### src/rtl/io_bus_router.sv
// N-channel IO bus router: decodes a channel from the address, forwards the request
// over a valid/ready handshake and returns read data, timeouts and unmapped errors.
module io_bus_router #(
  parameter int                DATA_W     = 32,
  parameter int                ADDR_W     = 28,
  parameter int                NUM_CH     = 4,
  parameter int                CH_SEL_W   = 2,
  parameter int                CH_SEL_LSB = 24,
  parameter int                TIMEOUT    = 255,
  parameter logic [DATA_W-1:0] ERR_DATA   = 32'hDEAD_BEEF
) (
  input  logic                     clk,
  input  logic                     rst_n,
  input  logic                     io_valid,
  input  logic                     io_rw,
  input  logic [ADDR_W-1:0]        io_addr,
  input  logic [DATA_W-1:0]        io_wr_data,
  output logic [DATA_W-1:0]        io_rd_data,
  output logic                     io_ready,
  output logic                     io_err,
  output logic [7:0]               err_count,
  output logic [NUM_CH-1:0]        ch_valid,
  output logic                     ch_rw,
  output logic [ADDR_W-1:0]        ch_addr,
  output logic [DATA_W-1:0]        ch_wr_data,
  input  logic [NUM_CH*DATA_W-1:0] ch_rd_data,
  input  logic [NUM_CH-1:0]        ch_ready
);

  // state | meaning
  // IDLE  | waiting for io_valid; latches and decodes the request
  // WAIT  | channel request outstanding; timer counts down to timeout
  // RESP  | one-cycle io_ready pulse, io_err qualifies it
  // HOLD  | waits for io_valid to drop so a held request cannot re-trigger
  typedef enum logic [1:0] {ST_IDLE, ST_WAIT, ST_RESP, ST_HOLD} state_t;

  localparam int TMR_W = (TIMEOUT > 1) ? $clog2(TIMEOUT) : 1;
  localparam logic [TMR_W-1:0]    TMR_LOAD = TMR_W'(TIMEOUT - 1);
  localparam logic [CH_SEL_W:0]   NUM_CH_W = (CH_SEL_W + 1)'(NUM_CH);

  state_t              state_q, state_d;
  logic [TMR_W-1:0]    timer_q, timer_d;
  logic [CH_SEL_W-1:0] sel_q, sel_d;
  logic [DATA_W-1:0]   io_rd_data_q, io_rd_data_d;
  logic                io_ready_q, io_ready_d;
  logic                io_err_q, io_err_d;
  logic [7:0]          err_count_q, err_count_d;
  logic [NUM_CH-1:0]   ch_valid_q, ch_valid_d;
  logic                ch_rw_q, ch_rw_d;
  logic [ADDR_W-1:0]   ch_addr_q, ch_addr_d;
  logic [DATA_W-1:0]   ch_wr_data_q, ch_wr_data_d;

  logic [CH_SEL_W-1:0] sel_in;
  logic [NUM_CH-1:0]   sel_onehot;
  logic [DATA_W-1:0]   sel_rd_data;
  logic                sel_ready;
  logic [7:0]          err_count_inc;

  assign sel_in        = io_addr[CH_SEL_LSB +: CH_SEL_W];
  assign err_count_inc = (err_count_q == 8'hFF) ? err_count_q : err_count_q + 8'd1;

  always_comb begin
    sel_onehot  = '0;
    sel_rd_data = '0;
    sel_ready   = 1'b0;
    for (int k = 0; k < NUM_CH; k++) begin
      if (sel_in == CH_SEL_W'(k)) sel_onehot[k] = 1'b1;
      if (sel_q == CH_SEL_W'(k)) begin
        sel_rd_data = ch_rd_data[k*DATA_W +: DATA_W];
        sel_ready   = ch_ready[k];
      end
    end
  end

  always_comb begin
    state_d      = state_q;
    timer_d      = timer_q;
    sel_d        = sel_q;
    io_rd_data_d = io_rd_data_q;
    io_ready_d   = 1'b0;
    io_err_d     = 1'b0;
    err_count_d  = err_count_q;
    ch_valid_d   = ch_valid_q;
    ch_rw_d      = ch_rw_q;
    ch_addr_d    = ch_addr_q;
    ch_wr_data_d = ch_wr_data_q;
    case (state_q)
      ST_IDLE: begin
        if (io_valid) begin
          ch_rw_d      = io_rw;
          ch_addr_d    = io_addr;
          ch_wr_data_d = io_wr_data;
          sel_d        = sel_in;
          if ({1'b0, sel_in} >= NUM_CH_W) begin
            io_ready_d  = 1'b1;
            io_err_d    = 1'b1;
            err_count_d = err_count_inc;
            if (!io_rw) io_rd_data_d = ERR_DATA;
            state_d     = ST_RESP;
          end else begin
            timer_d    = TMR_LOAD;
            ch_valid_d = sel_onehot;
            state_d    = ST_WAIT;
          end
        end
      end
      ST_WAIT: begin
        // ready is checked before the terminal count, so a last-cycle ready still succeeds
        if (sel_ready) begin
          ch_valid_d = '0;
          io_ready_d = 1'b1;
          if (!ch_rw_q) io_rd_data_d = sel_rd_data;
          state_d    = ST_RESP;
        end else if (timer_q == '0) begin
          ch_valid_d  = '0;
          io_ready_d  = 1'b1;
          io_err_d    = 1'b1;
          err_count_d = err_count_inc;
          if (!ch_rw_q) io_rd_data_d = ERR_DATA;
          state_d     = ST_RESP;
        end else begin
          timer_d = timer_q - TMR_W'(1);
        end
      end
      ST_RESP: state_d = ST_HOLD;
      ST_HOLD: if (!io_valid) state_d = ST_IDLE;
      default: state_d = ST_IDLE;
    endcase
  end

  always_ff @(posedge clk or negedge rst_n) begin
    if (!rst_n) begin
      state_q      <= ST_IDLE;
      timer_q      <= '0;
      sel_q        <= '0;
      io_rd_data_q <= '0;
      io_ready_q   <= 1'b0;
      io_err_q     <= 1'b0;
      err_count_q  <= '0;
      ch_valid_q   <= '0;
      ch_rw_q      <= 1'b0;
      ch_addr_q    <= '0;
      ch_wr_data_q <= '0;
    end else begin
      state_q      <= state_d;
      timer_q      <= timer_d;
      sel_q        <= sel_d;
      io_rd_data_q <= io_rd_data_d;
      io_ready_q   <= io_ready_d;
      io_err_q     <= io_err_d;
      err_count_q  <= err_count_d;
      ch_valid_q   <= ch_valid_d;
      ch_rw_q      <= ch_rw_d;
      ch_addr_q    <= ch_addr_d;
      ch_wr_data_q <= ch_wr_data_d;
    end
  end

  assign io_rd_data = io_rd_data_q;
  assign io_ready   = io_ready_q;
  assign io_err     = io_err_q;
  assign err_count  = err_count_q;
  assign ch_valid   = ch_valid_q;
  assign ch_rw      = ch_rw_q;
  assign ch_addr    = ch_addr_q;
  assign ch_wr_data = ch_wr_data_q;

endmodule

### config.mk
export PLATFORM = sky130hd
export DESIGN_NAME = io_bus_router
export DESIGN_NICKNAME = d
export VERILOG_FILES = /design/src/rtl/io_bus_router.sv
export SDC_FILE = /design/constraint.sdc
export NUM_CORES = 1
export LEC_CHECK = 0
export ABC_AREA = 0
export ABC_CLOCK_PERIOD_IN_PS = 2830
export CORE_MARGIN = 2
export CORE_UTILIZATION = 30
export CTS_BUF_LIST = sky130_fd_sc_hd__clkbuf_2 sky130_fd_sc_hd__clkbuf_4 sky130_fd_sc_hd__clkbuf_8
export DETAILED_ROUTE_END_ITERATION = 8
export SYNTH_ARGS = -nofsm -noshare
export SYNTH_HDL_FRONTEND = slang
export SYNTH_SLANG_ARGS = --single-unit
### constraint.sdc
create_clock -name clk -period 2.83 [get_ports clk]
set_clock_uncertainty 0.05 [all_clocks]
set_input_delay 0.566 -clock clk [delete_from_list [all_inputs] [get_ports clk]]
set_output_delay 0.566 -clock clk [all_outputs]
set_load 0.03 [all_outputs]
# Yosys cells after proc, flatten, opt, wreduce, memory -nomap -nowiden
# Cells that the tools add are included.
[word_totals]
ramBits = 0
wordCells = 78
mem_count = 0
romBits = 0
reg_bits = 119
latch_bits = 0
[classes]
n_lt_le_gt_ge = 0
shifts = 0
n_bitwise = 2
eq_ne = 17
n_div = 0
n_addsub = 2
n_reduce_logical = 12
muxes = 34
mul = 0
[ops]
columns = ["operator", "count"]
rows = [
  ["32-bit two-way mux", 8],
  ["8-bit two-way mux", 3],
  ["8-bit case mux with 2 select lines", 1],
  ["1-bit two-way mux", 13],
  ["2-bit equality test (second input constant)", 6],
  ["4-bit two-way mux", 3],
  ["2-bit inequality test (second input constant)", 6],
  ["4-bit AND reduction", 3],
  ["8-bit by 1-bit adder with 8-bit output (second input constant)", 1],
  ["8-bit equality test (second input constant)", 1],
  ["8-bit zero test", 1],
  ["2-bit two-way mux", 4],
  ["2-bit case mux with 4 select lines", 1],
  ["4-bit case mux with 2 select lines", 1],
  ["8-bit by 1-bit subtractor with 8-bit output (second input constant)", 1],
  ["2-bit by 1-bit equality test with 1-bit output (second input constant)", 3],
  ["2-bit zero test", 3],
  ["3-bit AND reduction", 2],
  ["2-bit nonzero test", 2],
  ["3-bit inequality test (second input constant)", 1],
  ["1-bit NOT", 2],
  ["2-bit AND reduction", 1],
]

# Depth between registers and ports, before layout
# Gate-level depths: netlist (run 1).
[depth]
word_depth = 7
mapped_depth = 8
ltp_nobuf = 7

# Least setup slack after synthesis (run 1)
# Ideal clock, no wire load.
[synth_path]
path_type = "register -> register"
from = "reg sel_q[0]"
to = "reg state_q[1]"
t_arrival_ns = 2.124
path_stages_with_launch = 8
setup_time_ns = 0.125
slack_ns = 0.530
path_buffers = 2
path_cell_list = "dfrtp_1 > buf_6 > mux4_2 > buf_6 > a21oi_1 > a22o_1 > nor2b_1 > mux2_4"
[synth_between]
elab_chain_len = 7
word_cells_on_any_way = 12
classes_between = "eq/ne: 4; mux: 6; reduce/logical: 2"
[synth_lines]
columns = ["item", "line", "source"]
rows = [
  ["start: declaration", "43", "logic [CH_SEL_W-1:0] sel_q, sel_d;"],
  ["start signal: assignment", "147", "sel_q <= sel_d;"],
  ["2-bit zero test", "68", "if (sel_q == CH_SEL_W'(k)) begin"],
  ["1-bit two-way mux (3 in series)", "68", ""],
  ["1-bit two-way mux *", "68", ""],
  ["2-bit two-way mux or 3-bit inequality test (tied branches)", "n/a", ""],
  ["2-bit case mux with 4 select lines or 3-bit AND reduction (tied branches)", "n/a", ""],
  ["end signal: assignment", "145", "state_q <= state_d;"],
  ["end: declaration", "41", "state_t state_q, state_d;"],
]
# Mark *: on every way between the ends. The rest lies on a longest branch, timed or not.
# A chain may end at the register's enable or synchronous reset.

# Final worst setup path (run 1)
[layout_path]
from = "reg ch_addr_q[25], in the netlist ch_addr[25]"
to = "out ch_addr[25]"
[layout_lines]
columns = ["item", "line", "source"]
rows = [
  ["start: declaration", "50", "logic [ADDR_W-1:0] ch_addr_q, ch_addr_d;"],
  ["start signal: assignment", "154", "ch_addr_q <= ch_addr_d;"],
  ["end: declaration", "24", "output logic [ADDR_W-1:0] ch_addr,"],
]
# No word-level cell between the ends.

==> results of run 1 <==
[worst max path at each step]
stage          slack [ps]                      to  cells past startpoint
6_report              310             ch_addr[25]                      1
5_1_grt               230             ch_addr[25]                      1
4_1_cts               270             ch_addr[25]                      1
3_5_place_dp          290  timer_q[5]$_DFFE_PN0P_                      6
3_3_place_gp          290  timer_q[5]$_DFFE_PN0P_                      6
2_1_floorplan         530  state_q[1]$_DFFE_PN0P_                      7
[registers in the layout, indices dropped and copies added, names as in the netlist]
register,cells
ch_rw,1
io_rd_data,32
ch_addr,27
err_count,8
io_ready,1
timer_q,8
sel_q,1
state_q,2
ch_wr_data,32
io_err,1
ch_valid,4
[synth_stat cells (2+ instances only)]
library cell,number
dfrtp_1,117
mux2_2,64
nand2_1,53
mux4_2,33
o21ai_0,33
nor2_1,31
clkbuf_1,16
a21oi_1,7
buf_2,7
ha_1,7
nand3_1,7
xnor2_1,6
inv_1,5
a21o_1,4
xor2_1,4
nand4_1,3
nor2b_1,3
nor3_1,3
nor4_1,3
a31oi_1,2
a41o_1,2
buf_1,2
buf_6,2
mux2i_1,2
nand2b_1,2
nor4b_1,2
[routing by layer]
layer	wire length [µm]	part of all wire [%]	global-route usage, %
met5	0	0	0
met4	343	1.8	6.632
met3	1288	6.8	7.248
met2	9612	51	33.57
met1	7588	40	22.83
[per-stage QoR]
step                hold slack (ps)  setup slack, ps  util [%]  power [W]  cells
global placement              415.0            292.9     49.25   0.008612    954
finish                        84.93            310.1     51.70    0.01034    987
CTS                           98.30            266.9     51.69    0.01048    986
global route                  99.51            225.0     51.69    0.01096    986
detailed placement            417.7            289.6     49.25   0.008716    954
floorplan                     220.4            530.4         -   0.006279    434
[report_power, final]
part / total [W] / internal (W) / switching (W) / leakage (nW)
Clock: 0.00170 / 0.000980 / 0.000722 / 0.218
Combinational: 0.00576 / 0.00271 / 0.00306 / 2.27
Sequential: 0.00288 / 0.00242 / 0.000453 / 1.41
[cell usage in the layout, fill, tap and decap left out, types with 2 or more instances in the layout]
cell type,n
a21o_1,4
a21oi_1,7
a31oi_1,2
a41o_1,2
buf_12,3
buf_4,14
bufinv_16,4
clkbuf_8,17
clkdlybuf4s50_1,301
clkinv_4,4
clkinvlp_4,2
dfrtp_1,116
ha_1,7
inv_1,5
inv_6,3
mux2_2,64
mux2i_1,2
mux4_2,33
nand2_1,52
nand2b_1,2
nand3_1,7
nand4_1,3
nor2_1,31
nor2b_1,3
nor3_1,3
nor4_1,3
nor4b_1,2
o21ai_0,33
xnor2_1,6
xor2_1,4
[cell families (layout without fill, tap and decap cells)]
logic type	Yosys count	in the layout
AOI/OAI and AO/OA	54	54
xor gates and xnor gates	10	10
adders and majority gates	7	7
buffers and inverters	32	355
DFF	117	117
muxes	100	100
other	0	1
and+or+nand+nor	114	114
[area by class of cell]
type	instances	area (µm²)	area share, %
Antenna cell	1	2.502	0.02667
Clock buffer	18	241.5	2.574
Clock inverter	14	201.4	2.147
Inverter	5	18.77	0.2000
Multi-Input combinational cell	285	2525	26.91
Sequential cell	117	2929	31.22
Tap cell	229	286.5	3.054
Timing Repair Buffer	318	3178	33.87
[worst register-to-register path, cell delays in order (launching register included)]
cell	delay [ps]
dfrtp_2	420
buf_4	330
mux2i_1	230
mux2_2	360
nand4_1	330
nor3_1	270
xor2_1	180
==> impl_metrics.toml, run 1 <==
[die]
initial_core_util_pct = 30.83
pin_count = 303
die-area_um2 = 19760
num_rows = 49
die_w_um = 140.6
chipHeight_um = 140.6
fp.coreArea_um2 = 18150

[place]
postPlaceCellArea_um2 = 8937
gp_congestion = 0.8967
detailed_place_hpwl_mm = 15.00
io_buffers = 302

[detailed_routing]
drt_pass1_iterations = 4
drt_iter0_drc = 158
vias = 4656
drc = 0
ant_nets = 0
totalWireLength_mm = 18.83
wl_per_cell_um = 19.08
avgViaCountPerCell = 4.717

[yosys]
synthFlopType = "dfrtp_1"
synth_fp_nets = 637
ys_seq_area_share_pct = 52.34
synth.distinct_cells = 40
yosysWarnings = 0
synth.area.top_cells = "dfrtp_1, mux4_2, mux2_2"
synth_compound_area_share_pct = 6.084
synth-xor-area-share_pct = 1.566
synth_adder_area_share_pct = 1.566
syn_avg_cell_area_um2 = 12.89
muxShareOfSynthArea_pct = 26.79
synthArstFlopShare_pct = 100.0
synth_top_family_by_area = "multiplexers"
synth_area_um2 = 5594
synth_simple_gate_area_share_pct = 9.081
yosysTopAreaCell = "dfrtp_1"
netlist_instances = 434
synth_edf_count = 0
synth_top_area_share_pct = 52.34
ys_seq_elements = 117

[global_routing]
grt_usage_pct = 19.62
antenna_found_initial = 0
grt_pass1_vias = 5150
grt_pass1_wl_mm = 29.27
overflow = 0
grt_max_degree = 65

[hold_path]
holdCritPathClass = "in -> async"

[finish]
drive_gt1_share_pct = 20.21
fin_area_um2 = 9383
nets = 947
fillers = 1607
area_growth_pct = 67.73

[critical_path]
critPathBufInv = 1
cpLargestDelayFamily = "buffers and inverters"
critPathSlowestCell = "clkdlybuf4s50_1"
r2r_end = "err_count[5]$_DFFE_PN0P_"
end_kind = "output pin"
slowest_delay_ps = 780
critPathKind = "reg -> out"
path_max_fanout = 12
start_kind = "flip-flop"
crit_path_start = "ch_addr[25]$_DFFE_PN0P_"
rr_worst_depth = 6
cp.arrival_ps = 1900
reg2reg_from = "sel_q[0]$_DFFE_PN0P_"
r2r_slack_ps = 590
path_cells = "clkdlybuf4s50_1"
cp.required_ps = 2210

[timing]
finalCritPeriodShare_pct = 89.04
tns_ps = 0
slew_headroom_pct = 57.18
max_freq_mhz = 396.8
setup_viol = 0
min_period_ps = 2520
drv_slew = 0
worst_pin_slew_ps = 642.3
hold_viol_final = 0
grt_setup_unrepaired = "false"

[power_and_ir_drop]
leakage_nw = 3.897
ir_drop_mv = 0.7267
power_density_nw_per_um2 = 1102

[clock_tree]
clk_latency_ps = 430
cts_tree = "yes"
cts_buffers = 17
post_cts_resized = 0
clkSinkCount = 117
clkTransAtPathRegs_ps = 80
ctsHoldBuffers = 0
htreeDepth = 4
post-cts-setup-buffer-count = 0
clock_path_buffers = 2
cts_root_buffer = "clkbuf_8"

[job]
drv_cap = 0

[outcome]
status = "finished, final reports clean"
Power figures use the tool's default switching activity.
==> inputs of run 2 (changes only) <==
--- a/config.mk
+++ b/config.mk
@@ -11,6 +11,7 @@
 export CORE_UTILIZATION = 30
 export CTS_BUF_LIST = sky130_fd_sc_hd__clkbuf_2 sky130_fd_sc_hd__clkbuf_4 sky130_fd_sc_hd__clkbuf_8
 export DETAILED_ROUTE_END_ITERATION = 8
+export HOLD_SLACK_MARGIN = 0.15
 export SYNTH_ARGS = -nofsm -noshare
 export SYNTH_HDL_FRONTEND = slang
 export SYNTH_SLANG_ARGS = --single-unit
==> run 2 against run 1 <==
  * Highest routed layer unchanged
  * Critical path depth unchanged
  * Critical path type unchanged
  * First-iteration DRC count grew 1.3%
  * Utilization rose by 0.055 points
  * Final area increased by 0.11%
==> impl_metrics.toml, run 2 (synthesized netlist as in run 1, its figures left out) <==
[clock_tree]
cts_buffers = 17
clk_latency_ps = 430
htreeDepth = 4
cts_tree = "yes"
post_cts_resized = 0
cts_root_buffer = "clkbuf_8"
clkTransAtPathRegs_ps = 70
clkSinkCount = 117
post-cts-setup-buffer-count = 0
clock_path_buffers = 2
ctsHoldBuffers = 1

[die]
num_rows = 49
die_w_um = 140.6
chipHeight_um = 140.6
die-area_um2 = 19760
pin_count = 303
fp.coreArea_um2 = 18150
initial_core_util_pct = 30.83

[detailed_routing]
wl_per_cell_um = 19.07
ant_nets = 0
drt_pass1_iterations = 4
vias = 4665
totalWireLength_mm = 18.85
drc = 0
drt_iter0_drc = 160
avgViaCountPerCell = 4.722

[timing]
grt_setup_unrepaired = "false"
setup_viol = 0
max_freq_mhz = 396.9
slew_headroom_pct = 57.12
worst_pin_slew_ps = 643.2
tns_ps = 0
min_period_ps = 2520
finalCritPeriodShare_pct = 89.04
hold_viol_final = 0
drv_slew = 0

[finish]
fin_area_um2 = 9393
final_core_util_pct = 51.76
mostFrequentLayoutCells = "clkdlybuf4s50_1, dfrtp_1, mux2_2, nand2_1"
drive_gt1_share_pct = 20.18
area_growth_pct = 67.90
stdcell_count = 988
nets = 948
final_common_cell = "clkdlybuf4s50_1"

[global_routing]
grt_use_met2_pct = 33.57
grt_max_degree = 65
grt-busiest-layer = "met2"
use_met1_pct = 22.86
overflow = 0
grt_usage_pct = 19.62
grt_pass1_vias = 5156
antenna_found_initial = 0
grt_pass1_wl_mm = 29.29
met3_usage_pct = 7.248

[critical_path]
critPathBufInv = 1
critPathSlowestCell = "clkdlybuf4s50_1"
path_cells = "clkdlybuf4s50_1"
path_max_fanout = 12
critPathKind = "reg -> out"
end_kind = "output pin"
cpLargestDelayFamily = "buffers and inverters"
cp.required_ps = 2210
cp.arrival_ps = 1900
slowest_delay_ps = 780
start_kind = "flip-flop"

[power_and_ir_drop]
power_density_nw_per_um2 = 1101
ir_drop_mv = 0.7269
leakage_nw = 3.901

[place]
detailed_place_hpwl_mm = 15.00
dp_cells = 954
io_buffers = 302
gp_congestion = 0.8967
postPlaceCellArea_um2 = 8937

[job]
drv_cap = 0

[outcome]
status = "finished, final reports clean"

[hold_path]
holdCritPathClass = "reg -> reg"
[run 2: per-stage QoR]
stage	power, W	hold slack [ps]	setup WS [ps]
2_1_floorplan	0.006279	220.4	530.4
3_3_place_gp	0.008612	415.0	292.9
3_5_place_dp	0.008716	417.7	289.6
4_1_cts	0.01048	438.7	266.9
5_1_grt	0.01096	456.0	225.0
6_report	0.01034	430.3	310.2
[run 2: where the power goes]
part / total [W] / internal, W / switching (W)
Sequential: 0.00288 / 0.00242 / 0.000454
Clock: 0.00170 / 0.000980 / 0.000723
Combinational: 0.00576 / 0.00271 / 0.00306
Total: 0.0103 / 0.00611 / 0.00423
[run 2: worst paths after layout]
check / from / end / slack [ps] / depth (start not counted)
max: ch_addr[25]$_DFFE_PN0P_ / ch_addr[25] / 310 / 1
min: io_rd_data[29]$_DFFE_PN0P_ / io_rd_data[29]$_DFFE_PN0P_ / 430 / 2
max reg2reg: sel_q[0]$_DFFE_PN0P_ / err_count[5]$_DFFE_PN0P_ / 590 / 6
min reg2reg: io_rd_data[29]$_DFFE_PN0P_ / io_rd_data[29]$_DFFE_PN0P_ / 430 / 2
max in group asynchronous: rst_n / timer_q[1]$_DFFE_PN0P_ / 1220 / 3
min in group asynchronous: rst_n / ch_addr[8]$_DFFE_PN0P_ / 640 / 2
[run 2: area by class of cell]
class,count,area [µm²]
antenna,1,2.502
clock buffer,18,241.5
clock inverter,14,201.4
fill,1607,8755
inverter,5,18.77
multi-input combinational,285,2525
sequential,117,2929
tap,229,286.5
timing repair buffer,319,3188
[run 2: worst reg2reg max path: cells and delay by family, from the launching register on]
kind | cells | cell delay [ps]
XOR/XNOR | 1 | 180
buffers and inverters | 1 | 330
multiplexers | 2 | 590
flip-flops | 1 | 420
AND/OR/NAND/NOR | 2 | 600
[run 2: layer usage]
| layer | vias up | part of all wire (%) |
|---|---|---|
| met2 | 157 | 51 |
| met1 | 2300 | 40 |
| met4 | 0 | 1.8 |
| li1 | 2188 | - |
| met3 | 20 | 6.9 |
| met5 | - | 0 |
==> inputs of run 3 (changes only) <==
--- a/config.mk
+++ b/config.mk
@@ -6,7 +6,7 @@
 export NUM_CORES = 1
 export LEC_CHECK = 0
 export ABC_AREA = 0
-export ABC_CLOCK_PERIOD_IN_PS = 2830
+export ABC_CLOCK_PERIOD_IN_PS = 3050
 export CORE_MARGIN = 2
 export CORE_UTILIZATION = 30
 export CTS_BUF_LIST = sky130_fd_sc_hd__clkbuf_2 sky130_fd_sc_hd__clkbuf_4 sky130_fd_sc_hd__clkbuf_8
==> constraint.sdc (replaced) <==
create_clock -name clk -period 3.05 [get_ports clk]
set_clock_uncertainty 0.05 [all_clocks]
set_input_delay 0.61 -clock clk [delete_from_list [all_inputs] [get_ports clk]]
set_output_delay 0.61 -clock clk [all_outputs]
set_load 0.03 [all_outputs]
==> run 3 against run 2 <==
  * Setup slack got worse by 26 ps
  * Total power fell by 7.2%
  * Largest power group unchanged
  * Non-clock buffer count down 4
  * Highest routed layer unchanged
  * Critical endpoint is now ch_addr[24]
  * Via count up 1.3%
==> impl_metrics.toml, run 3 (synthesized netlist as in run 1, its figures left out) <==
[detailed_routing]
drt_iter0_drc = 181
ant_nets = 0
vias = 4725
avgViaCountPerCell = 4.807
drt_pass1_iterations = 6
totalWireLength_mm = 19.27
wl_per_cell_um = 19.60
drc = 0

[global_routing]
grt_use_met2_pct = 34.34
antenna_found_initial = 0
grt_pass1_wl_mm = 30.24
grt_usage_pct = 20.14
use_met1_pct = 24.44
grt_pass1_vias = 5192
grt-busiest-layer = "met2"
met3_usage_pct = 6.359
grt_max_degree = 65
overflow = 0

[clock_tree]
clkTransAtPathRegs_ps = 80
clk_latency_ps = 430
clkSinkCount = 117
cts_buffers = 17
htreeDepth = 4
clock_path_buffers = 2
cts_tree = "yes"
post_cts_resized = 0
cts_root_buffer = "clkbuf_8"

[critical_path]
critPathKind = "reg -> out"
path_max_fanout = 27
cp.required_ps = 2390
critPathSlowestCell = "clkdlybuf4s50_1"
start_kind = "flip-flop"
path_cells = "buf_12, clkdlybuf4s50_1"
end_kind = "output pin"
slowest_delay_ps = 730
cpLargestDelayFamily = "buffers and inverters"
cp.arrival_ps = 2110
critPathBufInv = 2

[timing]
max_freq_mhz = 361.6
tns_ps = 0
worst_pin_slew_ps = 604.1
hold_ws_ps = 430.4
slew_headroom_pct = 59.73
min_period_ps = 2765
hold_viol_final = 0
grt_setup_unrepaired = "false"
setup_viol = 0
finalCritPeriodShare_pct = 90.67
drv_slew = 0

[place]
gp_congestion = 0.9381
dp_cells = 950
postPlaceCellArea_um2 = 8907
detailed_place_hpwl_mm = 14.98
io_buffers = 302

[finish]
fillers = 1580
n_antenna_cell = 0
fin_area_um2 = 9363
nets = 944
final_common_cell = "clkdlybuf4s50_1"
area_growth_pct = 67.37
stdcell_count = 983
mostFrequentLayoutCells = "clkdlybuf4s50_1, dfrtp_1, mux2_2, nand2_1"
drive_gt1_share_pct = 19.76

[power_and_ir_drop]
power_density_nw_per_um2 = 1026
netSwitchingFraction_pct = 40.83
p_total_w = 0.009602
leakage_nw = 3.874
p_clk_share_pct = 16.6
ir_drop_mv = 0.5922
switchingPower_w = 0.003921
internal_power_w = 0.005681
p_comb_share_pct = 55.3
power.sequential.fraction_pct = 28.1

[die]
pin_count = 303
fp.coreArea_um2 = 18150
die_w_um = 140.6
chipHeight_um = 140.6
die-area_um2 = 19760
num_rows = 49
initial_core_util_pct = 30.83

[hold_path]
holdCritPathClass = "reg -> reg"

[job]
drv_cap = 0

[outcome]
status = "finished, final reports clean"
## run 3: repair_timing
action / in CTS / in global routing
setup buffers: 0 / 0
endpoints found under the hold margin: 28 / 0
hold buffers: 1 / 0
## run 3: final timing paths
path | slack, ps | cells past startpoint | start | end
worst min register to register | 430 | 2 | io_rd_data[0]$_DFFE_PN0P_ | io_rd_data[0]$_DFFE_PN0P_
min in group asynchronous | 680 | 2 | rst_n | ch_addr[9]$_DFFE_PN0P_
worst max-delay path | 280 | 2 | sel_q[0]$_DFFE_PN0P_ | ch_addr[24]
worst min-delay path | 430 | 2 | io_rd_data[0]$_DFFE_PN0P_ | io_rd_data[0]$_DFFE_PN0P_
max in group asynchronous | 1420 | 3 | rst_n | timer_q[3]$_DFFE_PN0P_
worst max register to register | 640 | 5 | sel_q[0]$_DFFE_PN0P_ | timer_q[5]$_DFFE_PN0P_
## run 3: stage by stage
stage | worst slack, ps | utilization, %
2_1_floorplan | 750.4 | -
3_3_place_gp | 346.5 | 49.08
3_5_place_dp | 348.4 | 49.08
4_1_cts | 217.8 | 51.59
5_1_grt | 112.9 | 51.59
6_report | 284.6 | 51.59
## run 3: final cells by class
class / count / area (µm²) / area share, %
Inverter: 5 / 18.77 / 0.2005
Tap cell: 229 / 286.5 / 3.060
Clock inverter: 12 / 176.4 / 1.884
Sequential cell: 117 / 2929 / 31.28
Timing Repair Buffer: 315 / 3158 / 33.73
Multi-Input combinational cell: 285 / 2525 / 26.97
Clock buffer: 20 / 269.0 / 2.873
## run 3: metal layers
metal  routed length (µm)  vias to the layer above  share of wire (%)
met5                    0                        -                  0
met3                 1369                       25                7.1
met4                  410                        0                2.1
met1                 7698                     2334                 40
met2                 9790                      186                 51
li1                     -                     2180                  -
## run 3: worst min-delay path: stages (launching register included)
cell and delay (ps):
dfrtp_1 340, nand2_1 40, o21ai_0 60
## run 3: power by group through the flow
| stage | sequential [W] | clock (W) | combinational, W |
|---|---|---|---|
| after detailed placement | 0.00272 | 0 | 0.00535 |
| after global routing | 0.00279 | 0.00175 | 0.00564 |
| final | 0.00270 | 0.00160 | 0.00531 |
| after global placement | 0.00268 | 0 | 0.00528 |
| after floorplan | 0.00392 | 0 | 0.00191 |
| after CTS | 0.00270 | 0.00165 | 0.00537 |
